**config.mk**
```make
export PLATFORM = sky130hd
export DESIGN_NAME = pipeline_ctrl
export DESIGN_NICKNAME = d
export VERILOG_FILES = /design/src/rtl/pipe_ctrl_pkg.sv /design/src/rtl/sat_counter.sv /design/src/rtl/pipeline_ctrl.sv
export SDC_FILE = /design/constraint.sdc
export NUM_CORES = 1
export LEC_CHECK = 0
export ABC_AREA = 0
export ABC_CLOCK_PERIOD_IN_PS = 3700
export BUFFER_PORTS_ARGS = -buffer_cell sky130_fd_sc_hd__buf_2
export CORE_ASPECT_RATIO = 0.5
export CORE_UTILIZATION = 35
export DETAILED_ROUTE_END_ITERATION = 7
export PLACE_DENSITY = 0.61
export SYNTH_ARGS = -nofsm -noshare
export SYNTH_HDL_FRONTEND = slang
export SYNTH_SLANG_ARGS = --single-unit
export TNS_END_PERCENT = 5
```
**constraint.sdc**
```tcl
create_clock -name clk -period 3.7 [get_ports clk]
set_clock_uncertainty 0.1 [all_clocks]
set_input_delay 0.37 -clock clk [delete_from_list [all_inputs] [get_ports clk]]
set_output_delay 0.37 -clock clk [all_outputs]
set_load 0.01 [all_outputs]
```
**src/rtl/pipe_ctrl_pkg.sv**
```systemverilog
// Shared types for the pipeline controller and the fetch-stage PC mux.
// ctrl_t bundles every per-cycle control output so priorities can assign whole words.
package pipe_ctrl_pkg;

  typedef enum logic [1:0] {
    PC_SEQ    = 2'd0,
    PC_JAL    = 2'd1,
    PC_BRANCH = 2'd2,
    PC_JALR   = 2'd3
  } pc_sel_t;

  typedef enum logic [1:0] {
    RUN      = 2'd0,
    MEM_WAIT = 2'd1,
    ERR      = 2'd2
  } ctrl_state_t;

  localparam int WAIT_W = 16;

  typedef struct packed {
    logic    pc_en;
    pc_sel_t pc_sel;
    logic    ifid_stall;
    logic    ifid_squash;
    logic    idex_stall;
    logic    idex_squash;
    logic    exmem_stall;
  } ctrl_t;

  localparam ctrl_t CTRL_RUN = '{pc_en: 1'b1, pc_sel: PC_SEQ, ifid_stall: 1'b0,
                                 ifid_squash: 1'b0, idex_stall: 1'b0,
                                 idex_squash: 1'b0, exmem_stall: 1'b0};

  // Whole pipe holds; nothing is squashed so the frozen instructions survive.
  localparam ctrl_t CTRL_FREEZE = '{pc_en: 1'b0, pc_sel: PC_SEQ, ifid_stall: 1'b1,
                                    ifid_squash: 1'b0, idex_stall: 1'b1,
                                    idex_squash: 1'b0, exmem_stall: 1'b1};

  localparam ctrl_t CTRL_RESET = '{pc_en: 1'b0, pc_sel: PC_SEQ, ifid_stall: 1'b0,
                                   ifid_squash: 1'b1, idex_stall: 1'b0,
                                   idex_squash: 1'b1, exmem_stall: 1'b0};

endpackage

```
**src/rtl/sat_counter.sv**
```systemverilog
// Saturating up-counter with synchronous clear; holds at all-ones.
module sat_counter #(
  parameter int W = 32
) (
  input  logic         clk,
  input  logic         rst_i,
  input  logic         inc_i,
  input  logic         clr_i,
  output logic [W-1:0] cnt_o
);

  logic [W-1:0] cnt_q, cnt_d;

  always_comb begin
    cnt_d = cnt_q;
    if (clr_i)                  cnt_d = '0;
    else if (inc_i && !(&cnt_q)) cnt_d = cnt_q + 1'b1;
  end

  always_ff @(posedge clk or posedge rst_i) begin
    if (rst_i) cnt_q <= '0;
    else       cnt_q <= cnt_d;
  end

  assign cnt_o = cnt_q;

endmodule

```
**src/rtl/pipeline_ctrl.sv**
```systemverilog
// Hazard/sequencing controller for the 5-stage RV32I pipe: interlocks, redirects,
// dmem wait freeze with timeout, and saturating stall/flush counters.
module pipeline_ctrl
  import pipe_ctrl_pkg::*;
#(
  parameter int MEM_TIMEOUT = 255,
  parameter int CNT_W       = 32
) (
  input  logic             clk,
  input  logic             rst_i,
  input  logic             id_valid_i,
  input  logic [4:0]       id_rs1_i,
  input  logic [4:0]       id_rs2_i,
  input  logic             id_uses_rs1_i,
  input  logic             id_uses_rs2_i,
  input  logic             id_jal_i,
  input  logic             ex_valid_i,
  input  logic             ex_dmem_rd_en_i,
  input  logic [4:0]       ex_rd_i,
  input  logic             ex_branch_taken_i,
  input  logic             ex_jalr_i,
  input  logic             imem_ready_i,
  input  logic             mem_req_i,
  input  logic             dmem_ack_i,
  output logic             pc_en_o,
  output logic [1:0]       pc_sel_o,
  output logic             ifid_stall_o,
  output logic             ifid_squash_o,
  output logic             idex_stall_o,
  output logic             idex_squash_o,
  output logic             exmem_stall_o,
  output logic             bus_err_o,
  output logic [CNT_W-1:0] stall_cnt_o,
  output logic [CNT_W-1:0] flush_cnt_o
);

  localparam logic [WAIT_W-1:0] TIMEOUT = WAIT_W'(MEM_TIMEOUT);

  ctrl_state_t       state_q, state_d;
  logic [WAIT_W-1:0] wait_q, wait_d;
  ctrl_t             ctrl;
  logic              redirect;
  logic              frozen, ex_redir, load_use, jal;

  assign ex_redir = ex_valid_i & (ex_branch_taken_i | ex_jalr_i);
  assign load_use = ex_valid_i & ex_dmem_rd_en_i & (ex_rd_i != 5'd0) & id_valid_i &
                    ((id_uses_rs1_i & (id_rs1_i == ex_rd_i)) |
                     (id_uses_rs2_i & (id_rs2_i == ex_rd_i)));
  assign jal      = id_valid_i & id_jal_i;
  // The ack cycle of a wait is not frozen: it takes normal priorities.
  assign frozen   = ((state_q == RUN) & mem_req_i & ~dmem_ack_i) |
                    ((state_q == MEM_WAIT) & ~dmem_ack_i) |
                    (state_q == ERR);

  always_comb begin
    state_d = state_q;
    wait_d  = wait_q;
    unique case (state_q)
      RUN: if (mem_req_i && !dmem_ack_i) begin
        state_d = MEM_WAIT;
        wait_d  = '0;
      end
      MEM_WAIT: begin
        if (dmem_ack_i) begin
          state_d = RUN;
        end else begin
          wait_d = wait_q + 1'b1;
          if (wait_q + 1'b1 == TIMEOUT) state_d = ERR;
        end
      end
      ERR:     state_d = ERR;
      default: state_d = RUN;
    endcase
  end

  always_ff @(posedge clk or posedge rst_i) begin
    if (rst_i) begin
      state_q <= RUN;
      wait_q  <= '0;
    end else begin
      state_q <= state_d;
      wait_q  <= wait_d;
    end
  end

  always_comb begin
    ctrl     = CTRL_RUN;
    redirect = 1'b0;
    if (frozen) begin
      ctrl = CTRL_FREEZE;
    end else if (ex_redir) begin
      ctrl.pc_sel      = ex_jalr_i ? PC_JALR : PC_BRANCH;
      ctrl.ifid_squash = 1'b1;
      ctrl.idex_squash = 1'b1;
      redirect         = 1'b1;
    end else if (load_use) begin
      // One bubble; the load has left EX next cycle so this never repeats.
      ctrl.pc_en       = 1'b0;
      ctrl.ifid_stall  = 1'b1;
      ctrl.idex_squash = 1'b1;
    end else if (jal) begin
      ctrl.pc_sel      = PC_JAL;
      ctrl.ifid_squash = 1'b1;
      redirect         = 1'b1;
    end else if (!imem_ready_i) begin
      ctrl.pc_en       = 1'b0;
      ctrl.ifid_squash = 1'b1;
    end
    if (rst_i) begin
      ctrl     = CTRL_RESET;
      redirect = 1'b0;
    end
  end

  assign pc_en_o       = ctrl.pc_en;
  assign pc_sel_o      = ctrl.pc_sel;
  assign ifid_stall_o  = ctrl.ifid_stall;
  assign ifid_squash_o = ctrl.ifid_squash;
  assign idex_stall_o  = ctrl.idex_stall;
  assign idex_squash_o = ctrl.idex_squash;
  assign exmem_stall_o = ctrl.exmem_stall;
  assign bus_err_o     = (state_q == ERR);

  sat_counter #(.W(CNT_W)) u_stall_cnt (
    .clk   (clk),
    .rst_i (rst_i),
    .inc_i (~ctrl.pc_en),
    .clr_i (1'b0),
    .cnt_o (stall_cnt_o)
  );

  sat_counter #(.W(CNT_W)) u_flush_cnt (
    .clk   (clk),
    .rst_i (rst_i),
    .inc_i (redirect),
    .clr_i (1'b0),
    .cnt_o (flush_cnt_o)
  );

endmodule

```
# Yosys cells after proc, flatten, opt, wreduce, memory -nomap -nowiden
# Index checks and enable logic that the tools add are counted.
# totals
reg_bits,82
input_bits,28
output_inout_bits,73
wordCells,76
# classes
n_addsub,3
eq_ne,8
muxes,31
n_bitwise,17
reduce_logical,13
# op_table
cell,n
"adder 32 x 1 -> 32 bit, second input constant",2
AND reduction 32 bit,2
2-to-1 mux 16 bit,2
case mux 16 bit (2 select lines),1
2-to-1 mux 1 bit,21
"adder 16 x 1 -> 16 bit, second input constant",1
"equality test 16 x 8 -> 1 bit, second input constant",1
bitwise AND 1 bit,11
equality test 5 bit,2
2-to-1 mux 2 bit,4
2-to-1 mux 8 bit,1
case mux 2 bit (3 select lines),1
2-to-1 mux 5 bit,1
nonzero test 5 bit,1
bitwise OR 1 bit,4
logical AND 1 bit,3
logical NOT 1 bit,3
"inequality test 3 x 2 -> 1 bit, second input constant",1
AND reduction 3 bit,1
"equality test 2 x 1 -> 1 bit, second input constant",1
"equality test 2 bit, second input constant",1
logical NOT 2 bit,1
"inequality test 2 x 1 -> 1 bit, second input constant",1
"inequality test 2 bit, second input constant",1
3 further kinds,4

# Depth between registers and ports, before layout
# Gate-level depths: netlist of run 1.
# depth
word_depth,10
mapped_depth,9
depth_no_buf,8

# By module
# Synthesis of run 1 repeated with hierarchy kept, for this count alone.
# hier_totals
cells_unflattened,581
area_unflattened_um2,5072.4
# by_module_without_submodules
mod,instances,cells_each,area_each_um2
sat_counter,2,203,1840.5
pipeline_ctrl,1,175,1391.3

# Least setup slack after synthesis of run 1
# No wires, ideal clock.
# synth_path
kind,input -> register
start,in rst_i
end,reg u_flush_cnt.cnt_q[9] (netlist: u_flush_cnt.cnt_o[9])
arrival_time_ns,3.495
required_ns,3.473
setup_slack_ns,-0.021
cell_stages,7
path_buffers,1
cell_sequence,inv_1 -> o311a_1 -> nand2_1 -> nor3_1 -> buf_2 -> nand4_1 -> xnor2_1
# synth_between
elab_chain_len,2
# synth_rtl
element,line,rtl
start: declaration,pipeline_ctrl.sv:10,"input logic rst_i,"
2-to-1 mux 1 bit,pipeline_ctrl.sv:109,if (rst_i) begin
logical AND 1 bit,sat_counter.sv:17,else if (inc_i && !(&cnt_q)) cnt_d = cnt_q + 1'b1;
end signal: assignment,sat_counter.sv:22,else cnt_q <= cnt_d;
end: declaration,sat_counter.sv:12,"logic [W-1:0] cnt_q, cnt_d;"
# Every way passes these cells.
# A chain may end at the register's enable or synchronous reset.

# Worst setup path in the final report of run 1
# layout_path
start,in rst_i
end,out pc_en_o
# layout_between
elab_chain_len,1
# layout_rtl
element,line,rtl
2-to-1 mux 8 bit,pipeline_ctrl.sv:109,
end: declaration,pipeline_ctrl.sv:25,"output logic pc_en_o,"
# Every way passes these cells.

==> results of run 1 <==
-- sequential cells by signal, summed over array words and instances, names as in the netlist --
register / count
u_flush_cnt.cnt_o: 32
u_stall_cnt.cnt_o: 32
wait_q: 16
state_q: 2
-- layout by cell type, fill, tap and decap left out, types with 3 or more instances in the layout --
cell type and instances:
and2_1 4, nand4_1 20, and4_1 10, nor3_1 25, and3_1 18, nand3_1 34
buf_4 3, buf_2 100, nand2_1 44, o21ai_0 24, nor2_1 35, nand2b_1 3
ha_1 4, nor4_1 9, dfrtp_1 82, xnor2_1 41, inv_6 4, o31ai_1 7
xor2_1 32, inv_1 10, nand3b_1 3, clkbuf_16 9, a21oi_1 5, a31oi_1 3
-- kinds of logic (layout without fill, tap and decap cells) --
logic type                 count (synthesis)  after routing  share of synthesized area, %
xor gates and xnor gates                  73             73                          14.6
and+or+nand+nor                          217            217                          26.3
DFF                                       82             82                          47.0
buffers and inverters                     28            131                          2.89
AOI/OAI and AO/OA                         50             50                          7.07
adders and majority gates                  4              4                          1.15
muxes                                      4              4                          1.00
-- cell usage after synthesis, types with 11 or more instances --
master    count  share of area (%)
nand2_1      44                3.8
nor2_1       35                3.0
o21ai_0      24                2.7
and3_1       18                2.6
xor2_1       32                6.4
clkbuf_1     11               0.95
nor3_1       26                3.0
inv_1        11               0.95
dfrtp_1      82                 47
nand3_1      34                3.9
xnor2_1      41                8.2
nand4_1      20                2.9
-- final timing paths --
path	to	slack [ns]	cells after the start
max	pc_en_o	1.03	7
min	wait_q[2]	0.35	4
max reg2reg	u_stall_cnt.cnt_o[1]	1.07	6
min reg2reg	u_stall_cnt.cnt_o[4]	0.39	1
max in group asynchronous	wait_q[10]	1.85	4
min in group asynchronous	wait_q[3]	0.45	3
-- area by class of cell --
| cell class | instances | share of cell area (%) |
|---|---|---|
| multi-input cells | 348 | 41.3 |
| clock buffers | 9 | 4.23 |
| well taps | 165 | 3.88 |
| flip-flops and latches | 82 | 38.6 |
| inverters | 11 | 0.846 |
| clock inverters | 7 | 1.22 |
| repair buffers | 104 | 10.0 |
-- power groups by stage --
| stage | logic (W) | clock network (W) | registers (W) |
|---|---|---|---|
| after floorplan | 0.000187 | 0 | 0.00111 |
| after global placement | 0.000352 | 0 | 0.00109 |
| after detailed placement | 0.000355 | 0 | 0.00109 |
| after CTS | 0.000359 | 0.000906 | 0.00107 |
| after global routing | 0.000393 | 0.000945 | 0.00109 |
| final | 0.000351 | 0.000875 | 0.00107 |
-- stage by stage --
stage / total power [W] / cell area [µm²] / std cells
after floorplan: 0.00130 / 4370 / 458
after global placement: 0.00144 / 5020 / 709
after detailed placement: 0.00144 / 5020 / 709
after CTS: 0.00234 / 5320 / 726
after global routing: 0.00242 / 5320 / 726
final: 0.00230 / 5320 / 726
-- routing by layer --
metal | GRT usage, % | vias to the layer above
met5 | 0 | -
met4 | 5.14 | 0
met3 | 3.63 | 12
met2 | 26.5 | 67
met1 | 19.8 | 1788
li1 | - | 1812
-- worst min-delay path: cells and delay by family --
family,cells,cell delay (ns)
AO/OA/AOI/OAI,1,0.07
AND/OR/NAND/NOR,2,0.21
buffers and inverters,1,0.09
-- what timing repair did --
item,in CTS,in global routing
endpoints found under the hold margin,8,0
hold buffers,1,0
gates resized for setup,0,0
==> results.py, run 1 <==
metrics = {
    "yosys": {
        "async_reset_ff_share_pct": 100,
        "ys_ff_latch": 82,
        "syn_avg_cell_area_um2": 9.54,
        "synth_cells": 458,
        "ys_warn_count": 0,
        "syn-num-nets": 490,
        "ys_seq_area_share_pct": 47.0,
        "synth_edf_count": 0,
        "ys_types": 47,
        "netlist_area_mm2": 0.00437,
        "ys.flop_type": "dfrtp_1",
    },
    "clocking": {
        "clk_latency_ns": 0.34,
        "clk_pin_slew_ns": 0.07,
        "clock-sinks": 82,
        "clk_path_buf_depth": 2,
        "cts-root-buf": "clkbuf_16",
        "post_cts_buffers": 0,
        "cts_buffers": 9,
        "tritoncts": "built",
        "cts_max_level": 3,
    },
    "critical_path": {
        "cp.arrival_ns": 2.20,
        "crit_path_start_kind": "input port",
        "cp_cell_sequence": "dlygate4sd3_1 -> buf_2 -> clkinvlp_4 -> o311a_1 -> o21ai_0 -> nor2_1 -> buf_2",
        "cp_slowest_cell": "dlygate4sd3_1",
        "slowest_delay_ns": 0.54,
        "path_buf_inv": 4,
        "cp.required_ns": 3.23,
        "crit_top_cell": "buf_2",
        "crit_family": "buffers and inverters",
        "path_max_fanout": 12,
        "critPathCaptureType": "output port",
        "timing.rr.start": "u_stall_cnt.cnt_o[0]",
        "cp-startpoint": "rst_i",
        "crit_type": "input port to output port",
    },
    "pwr": {
        "powerDensity_mw_per_mm2": 432,
        "power_switching_share_pct": 30.1,
        "p_comb_share_pct": 15.3,
        "p_leak_nw": 2.55,
        "peakVddDrop_uv": 211,
        "clkPwrFrac_pct": 38.1,
        "p_switching_w": 0.000692,
        "p_int_w": 0.00161,
        "seq_power_share_pct": 46.7,
    },
    "detailed_routing": {
        "viasPerCell": 5.07,
        "topRoutingLayerUsed": "met4",
        "drc": 0,
        "ant_nets": 0,
        "wl_per_cell_um": 13.6,
        "dr.pass1.iters": 4,
        "m1WireLength_um": 4780,
        "met2_length_um": 4660,
        "dr_wl_met3_um": 329,
        "drt_wl_total_um": 9900,
        "vias": 3679,
        "drt_iter0_markers": 146,
    },
    "final_layout": {
        "syn_to_final_growth_pct": 21.8,
        "nFillCells": 1210,
        "fin_nets": 588,
        "antenna_cells": 0,
        "drive_above_1_share_pct": 23.2,
        "final_core_util_pct": 44.4,
        "multiInputGateArea_mm2": 0.00220,
        "regArea_mm2": 0.00205,
    },
    "die": {
        "die_w_um": 160,
        "die_height_um": 81.0,
        "rows": 28,
        "io_pins": 101,
        "initial_core_util_pct": 36.5,
        "dieArea_mm2": 0.0130,
        "floorplan.core_area_mm2": 0.0120,
    },
    "timing": {
        "slew_headroom_pct": 37.1,
        "whs_ns": 0.354,
        "rsz0062_at_grt": "no",
        "clock.fmax_mhz": 375,
        "period_share_pct": 72.2,
        "fin_ws_ns": 1.03,
        "setup_viol": 0,
        "hold_viol": 0,
        "final_max_slew_viol_count": 0,
        "tightestPinTransition_ns": 0.943,
        "setup_tns_ns": 0,
        "fin_crit_ns": 2.67,
    },
    "global_route": {
        "grt_pass1_vias": 3332,
        "grt_pass1_wl_um": 16200,
        "grt_start_max_net_pins": 75,
        "grt_use_total_pct": 15.6,
        "antenna_found_initial": 0,
        "overflow": 0,
    },
    "worst_hold_path": {
        "hp-class": "input port to flip-flop",
        "hp-start": "dmem_ack_i",
    },
    "run": {
        "cap_violations": 0,
    },
    "placement": {
        "port_buffers": 100,
        "dp_slack_ns": 1.09,
        "hpwl_um": 7020,
        "gp_congestion": 0.806,
    },
    "status": {
        "status": "finished clean",
    },
}
Note: power is estimated with default switching activity, not from simulation.
==> run 2: changes to the inputs <==
--- a/config.mk
+++ b/config.mk
@@ -6,7 +6,7 @@
 export NUM_CORES = 1
 export LEC_CHECK = 0
 export ABC_AREA = 0
-export ABC_CLOCK_PERIOD_IN_PS = 3700
+export ABC_CLOCK_PERIOD_IN_PS = 2480
 export BUFFER_PORTS_ARGS = -buffer_cell sky130_fd_sc_hd__buf_2
 export CORE_ASPECT_RATIO = 0.5
 export CORE_UTILIZATION = 35
==> constraint.sdc (replaced) <==
create_clock -name clk -period 2.48 [get_ports clk]
set_clock_uncertainty 0.1 [all_clocks]
set_input_delay 0.248 -clock clk [delete_from_list [all_inputs] [get_ports clk]]
set_output_delay 0.248 -clock clk [all_outputs]
set_load 0.01 [all_outputs]
==> results.py, run 2 (synthesized netlist as in run 1, its figures left out) <==
metrics = {
    "timing": {
        "slew_headroom_pct": 27.7,
        "rsz0062_at_grt": "yes",
        "setup_tns_ns": 0,
        "setup_viol": 0,
        "final_max_slew_viol_count": 0,
        "hold_viol": 0,
        "period_share_pct": 96.9,
        "fin_crit_ns": 2.40,
        "tightestPinTransition_ns": 1.08,
        "clock.fmax_mhz": 416,
    },
    "final_layout": {
        "fin_nets": 613,
        "final_common_cell": "buf_2",
        "drive_above_1_share_pct": 27.3,
        "final_cell_mix": "buf_2 (100), dfrtp_1 (82), nand2_1 (44)",
        "syn_to_final_growth_pct": 26.9,
        "design_area_mm2": 0.00554,
        "antenna_cells": 0,
    },
    "run": {
        "cap_violations": 0,
    },
    "global_route": {
        "grt_pass1_wl_um": 17200,
        "grt_use_total_pct": 16.4,
        "antenna_found_initial": 0,
        "overflow": 0,
        "grt_start_max_net_pins": 85,
        "grt_pass1_vias": 3466,
    },
    "status": {
        "status": "finished clean",
    },
    "detailed_routing": {
        "ant_nets": 0,
        "drc": 0,
        "viasPerCell": 4.97,
        "vias": 3729,
        "wl_per_cell_um": 13.8,
        "drt_wl_total_um": 10300,
        "drt_iter0_markers": 209,
        "dr.pass1.iters": 4,
    },
    "critical_path": {
        "path_max_fanout": 28,
        "r2r_cells": 6,
        "r2r_setup_slack_ns": 0.08,
        "cp.arrival_ns": 2.52,
        "critPathCaptureType": "flip-flop",
        "crit_path_start_kind": "flip-flop",
        "crit_type": "flip-flop to flip-flop",
        "r2r-end": "u_stall_cnt.cnt_o[1]",
        "timing.rr.start": "u_stall_cnt.cnt_o[17]",
        "cp-startpoint": "u_stall_cnt.cnt_o[17]",
        "cp.required_ns": 2.60,
    },
    "worst_hold_path": {
        "hp-class": "input port to asynchronous set/reset pin",
    },
    "die": {
        "io_pins": 101,
        "rows": 28,
        "die_w_um": 160,
        "die_height_um": 81.0,
        "dieArea_mm2": 0.0130,
        "floorplan.core_area_mm2": 0.0120,
        "initial_core_util_pct": 36.5,
    },
    "clocking": {
        "cts_max_level": 3,
        "clk_path_buf_depth": 2,
        "clk_pin_slew_ns": 0.07,
        "tritoncts": "built",
        "clk_latency_ns": 0.33,
        "clock-sinks": 82,
        "cts_buffers": 9,
        "cts-root-buf": "clkbuf_16",
        "postCtsHoldBufs": 0,
    },
    "pwr": {
        "p_leak_nw": 2.68,
        "powerDensity_mw_per_mm2": 648,
        "peakVddDrop_uv": 450,
    },
    "placement": {
        "hpwl_um": 7360,
        "gp_congestion": 0.762,
        "port_buffers": 100,
        "place_area_mm2": 0.00523,
    },
}
run 2: through the flow:
step                cells  utilization (%)  hold WS, ns  setup WS, ns  total power, W
floorplan             458                -        0.367        -0.261         0.00194
finish                751             46.3        0.227        0.0757         0.00359
detailed placement    735             43.7        0.376        0.0823         0.00225
global placement      735             43.7        0.368         0.135         0.00223
global route          751             46.3        0.299       -0.0395         0.00379
CTS                   751             46.2        0.268        0.0822         0.00365
run 2: cell type report:
class,instances,area (µm²)
clock buffer,9,225
fill,1196,6440
timing repair buffer,129,718
clock inverter,7,81.3
tap,165,206
sequential,82,2050
inverter,11,45.0
multi-input combinational,348,2220
run 2: worst max-delay path, stage by stage, from the launching register on:
cell	delay [ns]
dfrtp_1	0.38
and4_4	0.28
nand4_4	0.11
or3_1	0.36
or3_4	0.39
o21ai_4	0.29
mux2_1	0.38
run 2: timing repair:
item,4_1_cts,5_1_grt
gates resized for setup,0,1
setup endpoints to repair,0,17
buffers inserted,0,0
run 2: worst max path at each step:
stage,endpoint
2_1_floorplan,u_stall_cnt.cnt_o[24]
3_3_place_gp,u_stall_cnt.cnt_o[1]
3_5_place_dp,u_stall_cnt.cnt_o[1]
4_1_cts,u_stall_cnt.cnt_o[1]
5_1_grt,u_stall_cnt.cnt_o[1]
6_report,u_stall_cnt.cnt_o[1]
run 2: where the power goes:
part	total (W)	internal, W	leakage (nW)	switching (W)
clock network	0.00137	0.000796	0.147	0.000578
logic	0.000659	0.000305	1.46	0.000354
registers	0.00156	0.00145	1.07	0.000104
total	0.00359	0.00256	2.68	0.00104
run 2: routing by layer:
layer  part of all wire (%)  vias to the layer above  GRT usage, %
met4                   0.63                        0          3.90
met3                    2.4                        6          4.19
met2                     49                       58          28.3
met1                     48                     1790          21.0
li1                       -                     1875             -
met5                      0                        -             0
==> run 3: changes to the inputs <==
--- a/config.mk
+++ b/config.mk
@@ -9,9 +9,10 @@
 export ABC_CLOCK_PERIOD_IN_PS = 2480
 export BUFFER_PORTS_ARGS = -buffer_cell sky130_fd_sc_hd__buf_2
 export CORE_ASPECT_RATIO = 0.5
-export CORE_UTILIZATION = 35
+export CORE_UTILIZATION = 54
 export DETAILED_ROUTE_END_ITERATION = 7
-export PLACE_DENSITY = 0.61
+export PLACE_DENSITY = 0.85
+export RECOVER_POWER = 100
 export SYNTH_ARGS = -nofsm -noshare
 export SYNTH_HDL_FRONTEND = slang
 export SYNTH_SLANG_ARGS = --single-unit
==> results.py, run 3 (synthesized netlist as in run 1, its figures left out) <==
metrics = {
    "pwr": {
        "seq_power_share_pct": 44.4,
        "power_switching_share_pct": 29.1,
        "p_switching_w": 0.00103,
        "p_comb_share_pct": 17.3,
        "p_leak_nw": 2.41,
        "p_int_w": 0.00250,
        "clkPwrFrac_pct": 38.3,
        "p_total_w": 0.00353,
        "peakVddDrop_uv": 448,
        "powerDensity_mw_per_mm2": 661,
    },
    "die": {
        "dieArea_mm2": 0.00848,
        "rows": 22,
        "die_w_um": 129,
        "floorplan.core_area_mm2": 0.00757,
        "initial_core_util_pct": 57.7,
        "io_pins": 101,
        "die_height_um": 65.6,
    },
    "final_layout": {
        "drive_above_1_share_pct": 14.2,
        "nFillCells": 618,
        "final_common_cell": "dfrtp_1",
        "antenna_cells": 0,
        "syn_to_final_growth_pct": 22.3,
        "final_cell_mix": "dfrtp_1 (82), clkbuf_1 (71), nand2_1 (44)",
        "final_core_util_pct": 70.6,
        "fin_nets": 611,
        "design_area_mm2": 0.00534,
    },
    "global_route": {
        "grt_pass1_wl_um": 17200,
        "grt_start_max_net_pins": 52,
        "overflow": 0,
        "grt_pass1_vias": 3682,
        "antenna_found_initial": 0,
        "grt_use_total_pct": 26.4,
    },
    "critical_path": {
        "critPathCaptureType": "flip-flop",
        "crit_path_start_kind": "flip-flop",
        "cp.required_ns": 2.59,
        "crit_type": "flip-flop to flip-flop",
        "cp.arrival_ns": 2.44,
        "path_max_fanout": 10,
    },
    "timing": {
        "slew_headroom_pct": 18.7,
        "clock.fmax_mhz": 430,
        "rsz0062_at_grt": "no",
        "whs_ns": 0.202,
        "setup_viol": 0,
        "fin_crit_ns": 2.33,
        "hold_viol": 0,
        "period_share_pct": 93.8,
        "final_max_slew_viol_count": 0,
        "tightestPinTransition_ns": 1.22,
    },
    "placement": {
        "port_buffers": 100,
        "gp_congestion": 0.869,
        "hpwl_um": 7380,
        "place_area_mm2": 0.00514,
    },
    "clocking": {
        "clk_latency_ns": 0.35,
        "postCtsHoldBufs": 0,
        "cts_max_level": 3,
        "clk_path_buf_depth": 2,
        "tritoncts": "built",
        "cts_buffers": 9,
        "cts-root-buf": "clkbuf_16",
        "clk_pin_slew_ns": 0.06,
        "clock-sinks": 82,
    },
    "detailed_routing": {
        "drt_wl_total_um": 10100,
        "drt_iter0_markers": 232,
        "viasPerCell": 5.57,
        "ant_nets": 0,
        "vias": 3857,
        "wl_per_cell_um": 14.6,
        "dr.pass1.iters": 4,
        "drc": 0,
    },
    "status": {
        "status": "finished clean",
    },
    "worst_hold_path": {
        "hp-class": "input port to flip-flop",
    },
    "run": {
        "cap_violations": 0,
    },
}
==> run 3: worst paths after layout <==
check,startpoint,endpoint,slack [ns],cells after the start
setup reg to reg,u_stall_cnt.cnt_o[3],u_stall_cnt.cnt_o[15],0.15,8
hold / removal,dmem_ack_i,wait_q[2],0.20,4
min in group asynchronous,rst_i,state_q[0],0.30,3
max in group asynchronous,rst_i,u_flush_cnt.cnt_o[27],0.54,4
setup / recovery,u_stall_cnt.cnt_o[3],u_stall_cnt.cnt_o[15],0.15,8
hold reg to reg,u_flush_cnt.cnt_o[24],u_flush_cnt.cnt_o[24],0.39,1
==> run 3: through the flow <==
stage,instances,TNS (ns),setup WS (ns)
4_1_cts,689,0,0.0747
6_report,692,0,0.153
3_3_place_gp,673,0,0.166
3_5_place_dp,673,0,0.0917
2_1_floorplan,458,-10.87,-0.261
5_1_grt,692,0,0.000437
==> run 3: cell type report <==
| class | count | area, µm² | area share [%] |
|---|---|---|---|
| timing repair buffer | 127 | 614 | 11.5 |
| inverter | 11 | 45.0 | 0.843 |
| tap | 108 | 135 | 2.53 |
| multi-input combinational | 348 | 2190 | 41.1 |
| clock inverter | 7 | 76.3 | 1.43 |
| clock buffer | 9 | 225 | 4.22 |
| sequential | 82 | 2050 | 38.4 |
==> run 3: worst max-delay path: stages, from the launching register on <==
cell and delay [ns]:
dfrtp_1 0.40, and3_1 0.24, nand3_2 0.11, or3_1 0.39, or3_4 0.38, o21ai_4 0.15, buf_4 0.20, nor3_1 0.06
xor2_1 0.15
==> run 3: per-layer routing <==
metal / GRT usage, % / wire length (µm) / vias up
met2: 44.8 / 4970 / 105
met1: 32.6 / 4460 / 1857
met5: 0 / 0 / -
met3: 6.19 / 453 / 21
met4: 11.8 / 232 / 0
li1: - / - / 1874
==> run 3: power by group through the flow <==
stage / clock (W) / sequential [W] / combinational (W)
after detailed placement: 0 / 0.00159 / 0.000659
after floorplan: 0 / 0.00165 / 0.000281
final: 0.00135 / 0.00157 / 0.000612
after CTS: 0.00138 / 0.00157 / 0.000663
after global placement: 0 / 0.00158 / 0.000636
after global routing: 0.00144 / 0.00159 / 0.000690
==> run 3: what timing repair did <==
action / 4_1_cts / 5_1_grt
gates resized for setup: 0 / 0
setup buffers: 0 / 3
endpoints found under the setup margin: 0 / 10
